$ cat src/rtl/fifo_unpacker.sv
// Drains a show-ahead FIFO and serializes each word into byte beats on a valid/ready stream.
// Keeps a wrapping count of fully transmitted words.
module fifo_unpacker #(
    parameter int unsigned MemWidth  = 40,
    parameter int unsigned ByteWidth = 8,
    parameter bit          MsbFirst  = 1'b0,
    parameter int unsigned CntWidth  = 16
) (
    input  logic                 clk_i,
    input  logic                 rst_ni,
    input  logic                 fifo_empty_i,
    input  logic [MemWidth-1:0]  fifo_data_i,
    output logic                 fifo_r_en_o,
    output logic                 out_valid_o,
    output logic [ByteWidth-1:0] out_data_o,
    input  logic                 out_ready_i,
    output logic                 out_last_o,
    output logic                 busy_o,
    output logic [CntWidth-1:0]  word_cnt_o
);

    localparam int unsigned Lanes = MemWidth / ByteWidth;
    localparam int unsigned LaneW = (Lanes > 1) ? $clog2(Lanes) : 1;
    localparam logic [LaneW-1:0] LastLane = LaneW'(Lanes - 1);

    typedef enum logic {StIdle, StSend} state_e;

    state_e              state_q;
    logic [MemWidth-1:0] word_q;
    logic [LaneW-1:0]    lane_q;
    logic [CntWidth-1:0] cnt_q;

    logic             send;
    logic             last_lane;
    logic             fire;
    logic             pop;
    logic [LaneW-1:0] lane_sel;

    assign send      = (state_q == StSend);
    assign last_lane = (lane_q == LastLane);
    assign fire      = send & out_ready_i;
    // A new word is only taken when nothing is held or the last lane leaves on this edge.
    assign pop       = rst_ni & ~fifo_empty_i & (~send | (fire & last_lane));
    assign lane_sel  = MsbFirst ? (LastLane - lane_q) : lane_q;

    assign fifo_r_en_o = pop;
    assign out_valid_o = send;
    assign out_last_o  = send & last_lane;
    assign out_data_o  = word_q[lane_sel*ByteWidth +: ByteWidth];
    assign busy_o      = send;
    assign word_cnt_o  = cnt_q;

    always_ff @(posedge clk_i or negedge rst_ni) begin
        if (!rst_ni) begin
            state_q <= StIdle;
            word_q  <= '0;
            lane_q  <= '0;
            cnt_q   <= '0;
        end else begin
            if (fire && last_lane) begin
                cnt_q <= cnt_q + CntWidth'(1);
            end
            if (pop) begin
                word_q  <= fifo_data_i;
                lane_q  <= '0;
                state_q <= StSend;
            end else if (fire) begin
                if (last_lane) begin
                    state_q <= StIdle;
                end else begin
                    lane_q <= lane_q + LaneW'(1);
                end
            end
        end
    end

endmodule

$ cat config.mk
export PLATFORM = sky130hd
export DESIGN_NAME = fifo_unpacker
export DESIGN_NICKNAME = d
export VERILOG_FILES = /design/src/rtl/fifo_unpacker.sv
export SDC_FILE = /design/constraint.sdc
export NUM_CORES = 1
export LEC_CHECK = 0
export CAP_MARGIN = 20
export CELL_PAD_IN_SITES_DETAIL_PLACEMENT = 1
export CELL_PAD_IN_SITES_GLOBAL_PLACEMENT = 1
export CORE_ASPECT_RATIO = 0.7
export CORE_MARGIN = 2
export CORE_UTILIZATION = 35
export DETAILED_ROUTE_END_ITERATION = 6
export HOLD_SLACK_MARGIN = 0.12
export PLACE_DENSITY_LB_ADDON = 0.1
export SETUP_SLACK_MARGIN = 0.05
export SYNTH_ARGS = -nofsm -noshare
export SYNTH_HDL_FRONTEND = slang
export SYNTH_SLANG_ARGS = --single-unit
$ cat constraint.sdc
create_clock -name clk_i -period 1.94 [get_ports clk_i]
set_input_delay 0.194 -clock clk_i [delete_from_list [all_inputs] [get_ports clk_i]]
set_output_delay 0.194 -clock clk_i [all_outputs]
set_load 0.02 [all_outputs]
==> load_flow_metrics.sql <==
INSERT INTO impl_metrics (metric_group, metric, value, unit) VALUES
('die', 'floorplan.initialDensity', '0.368', ''),
('routing', 'drt-initial-drc-count', '60', ''),
('status', 'run_status', 'finished, final reports clean', ''),
('placed_design', 'placed_cells', '379', ''),
('routing', 'route.vias.total', '1932', ''),
('finish', 'design.final.nets', '346', ''),
('sta', 'hold_violations', '0', ''),
('clock_network', 'clkSlewWorstSetupHoldPaths', '70', 'ps'),
('die', 'cell_rows', '26', ''),
('clock_network', 'tritoncts', 'built', ''),
('global_route', 'grt_use_total', '0.171', ''),
('global_route', 'groute.layer.met2.usage', '0.202', ''),
('clock_network', 'cts.sinks', '60', ''),
('setup_path', 'timing.critical_path.arrival', '1700', 'ps'),
('clock_network', 'insertion_delay', '340', 'ps'),
('global_route', 'grt_pass1_wl', '10.7', 'mm'),
('power', 'pwr_density_cell', '1470', 'mW/mm²'),
('setup_path', 'cp.required', '1750', 'ps'),
('finish', 'most-common-layout-cells', '60 x sky130_fd_sc_hd__clkdlybuf4s50_1, 59 x sky130_fd_sc_hd__dfrtp_1, 30 x sky130_fd_sc_hd__mux2_1', ''),
('sta', 'grt_setup_unrepaired', 'true', ''),
('sta', 'clock.fmax', '529', 'MHz'),
('global_route', 'globalRouteOverflowTotal', '0', ''),
('setup_path', 'timing.critical_path.to_type', 'output port', ''),
('placed_design', 'io_buffers', '71', ''),
('global_route', 'grt_util_met1', '0.283', ''),
('routing', 'routed_wire_length_per_instance', '17.1', 'µm'),
('setup_path', 'path_max_fanout', '5', ''),
('setup_path', 'criticalPathCategory', 'reg -> out', ''),
('finish', 'layoutNonFillerInstCount', '402', ''),
('global_route', 'grt.met3_usage', '0.0580', ''),
('die', 'boundaryPins', '72', ''),
('routing', 'routed_wirelength', '6.88', 'mm'),
('yosys', 'ys_types', '26', ''),
('finish', 'fraction_of_layout_instances_using_a_drive_strength_above_1', '0.273', ''),
('die', 'chipWidth', '109', 'µm'),
('finish', 'area_growth_syn_to_layout', '45.2', '%'),
('global_route', 'via_count_of_the_first_global_routing_pass', '1925', ''),
('power', 'total_power', '5.82', 'mW'),
('global_route', 'grt_antenna_before_repair', '0', ''),
('placed_design', 'globalplace.congestion', '0.715', ''),
('sta', 'count_of_endpoints_failing_setup_in_the_final_report', '0', ''),
('power', 'leakagePower', '1.72', 'nW'),
('setup_path', 'crit_path_max_incr_delay', '520', 'ps'),
('run', 'drv_cap', '0', ''),
('setup_path', 'r2r_setup_slack', '130', 'ps'),
('die', 'die-area', '0.00852', 'mm²'),
('yosys', 'mappedNetlistArea', '0.00273', 'mm²'),
('clock_network', 'level_count_of_the_clock_h_tree', '3', ''),
('yosys', 'post_synth_inst_count', '207', ''),
('hold_path', 'hold_path_class', 'in -> reg', ''),
('sta', 'timing.slew.headroom', '0.489', ''),
('placed_design', 'place_hpwl', '4.75', 'mm'),
('hold_path', 'hold_start', 'fifo_data_i[15]', ''),
('die', 'die_y', '77.8', 'µm'),
('finish', 'final_util', '0.534', ''),
('sta', 'final.period_utilization', '0.975', ''),
('routing', 'route.detailed.drc', '0', ''),
('global_route', 'grt-busiest-layer', 'met1', ''),
('yosys', 'yosysSeqAreaShare', '0.551', ''),
('power', 'max-vdd-ir-drop', '0.000674', 'V'),
('yosys', 'mappedNetlistNets', '254', ''),
('die', 'core_area', '0.00742', 'mm²'),
('yosys', 'yosys_warnings', '0', ''),
('sta', 'timing.clock.skew', '9.61', 'ps'),
('routing', 'drt_first_pass_iters', '4', ''),
('sta', 'min_period', '1890', 'ps'),
('sta', 'timing_worst_slew_pin_value', '766', 'ps'),
('setup_path', 'rr_startpoint', 'lane_q[0]', ''),
('setup_path', 'worst_setup_path_start_kind', 'flop', ''),
('clock_network', 'numCtsBuffers', '9', ''),
('setup_path', 'timing.critical_path.from', 'lane_q[0]', ''),
('finish', 'filler_cell_count', '767', ''),
('clock_network', 'cts-root-buf', 'sky130_fd_sc_hd__clkbuf_8', ''),
('finish', 'final_common_cell', 'sky130_fd_sc_hd__clkdlybuf4s50_1', ''),
('setup_path', 'cell_with_the_largest_stage_delay_on_the_worst_path', 'sky130_fd_sc_hd__mux4_2', ''),
('yosys', 'post_synthesis_register_bit_count', '60', ''),
('yosys', 'syn_area_per_cell', '13.2', 'µm²'),
('routing', 'antenna_violating_nets_post_route', '0', ''),
('routing', 'routed_via_density', '4.81', ''),
('setup_path', 'timing.critical_path.cells', 'buf_6 > mux4_2 > inv_2 > o21ai_1 > buf_2', ''),
('sta', 'final_max_slew_viol_count', '0', ''),
('global_route', 'largest_net_degree_at_the_start_of_global_routing', '61', ''),
('clock_network', 'clockBufferDepth', '2', ''),
('finish', 'antenna-diode-count', '0', '');
[power breakdown]
group,switching [mW],total (mW),internal [mW]
Clock,0.501,1.26,0.755
Sequential,0.338,2.08,1.75
Combinational,1.14,2.48,1.34
[cells by family after synthesis]
kind of cell,count (synthesis),synth area share
buffers and inverters,19,0.0340
adders and majority gates,3,0.0138
xor gates and xnor gates,17,0.0546
and+or+nand+nor,49,0.0895
muxes,49,0.235
DFF,60,0.551
AOI/OAI and AO/OA,10,0.0225
[per-stage QoR]
step / area, µm² / setup TNS, ps / setup WS, ps / hold slack [ps]
4_1_cts: 3830 / -11.1 / -7.32 / 437
3_3_place_gp: 3600 / -31.7 / -17.9 / 466
6_report: 3960 / 0 / 49.3 / 449
5_1_grt: 3960 / -31.8 / -9.92 / 432
2_1_floorplan: 2730 / 0 / 64.4 / -102
3_5_place_dp: 3600 / -200 / -42.9 / 468
[Yosys cell counts, drive strengths merged]
library cell  instances  area [µm²]
dfrtp                60        1500
mux2                 40         450
nand2                20        75.1
xnor2                11        96.3
inv                  10        37.5
mux4                  8         180
o21ai                 8        40.0
buf                   7        47.6
nand3                 7        35.0
nor2                  7        31.3
nand4                 6        43.8
xor2                  6        52.6
and3                  3        18.8
ha                    3        37.5
a21oi                 2        21.3
and4                  2        17.5
clkbuf                2        7.51
nor3                  2        10.0
mux2i                 1        10.0
nand2b                1        6.26
nor4                  1        6.26
[registers in the layout (all words and copies together), names as in the netlist]
name        cells
busy_o          1
lane_q          3
word_cnt_o     16
word_q         40
[routing by layer]
| layer | routed length (µm) | part of all wire |
|---|---|---|
| met3 | 427 | 0.062 |
| met5 | 0 | 0 |
| met1 | 3780 | 0.55 |
| met4 | 72 | 0.010 |
| met2 | 2600 | 0.38 |
[path summary, 6_finish.rpt]
check,to,depth (start not counted)
min reg2reg,word_cnt_o[15],1
max in group asynchronous,lane_q[0],3
min,word_q[15],2
max,out_data_o[0],5
min in group asynchronous,word_q[19],3
max reg2reg,word_q[9],7
[area by class of cell]
type                       instances  area, µm²  share of cell area
clock inverter                     6       87.6              0.0221
inverter                          10       37.5             0.00948
timing repair buffer              90        907               0.229
sequential                        60       1500               0.380
multi-input combinational        128       1160               0.294
tap                               98        123              0.0310
clock buffer                      10        138              0.0348
[critical path, delay by kind of cell, from the launching register on]
kind / cells / cell delay, ps
muxes: 1 / 520
DFF: 1 / 430
buffers and inverters: 3 / 360
AOI/OAI and AO/OA: 1 / 50
[repair_timing]
| item | CTS | global route |
|---|---|---|
| hold endpoints to repair | 60 | 0 |
| hold buffers | 1 | 0 |
| pin swaps | 1 | 5 |
| setup endpoints to repair | 10 | 50 |
| gates cloned | 0 | 2 |
| resized for setup | 65 | 24 |
| setup buffers | 0 | 4 |
(Power assumes the default switching activity.)
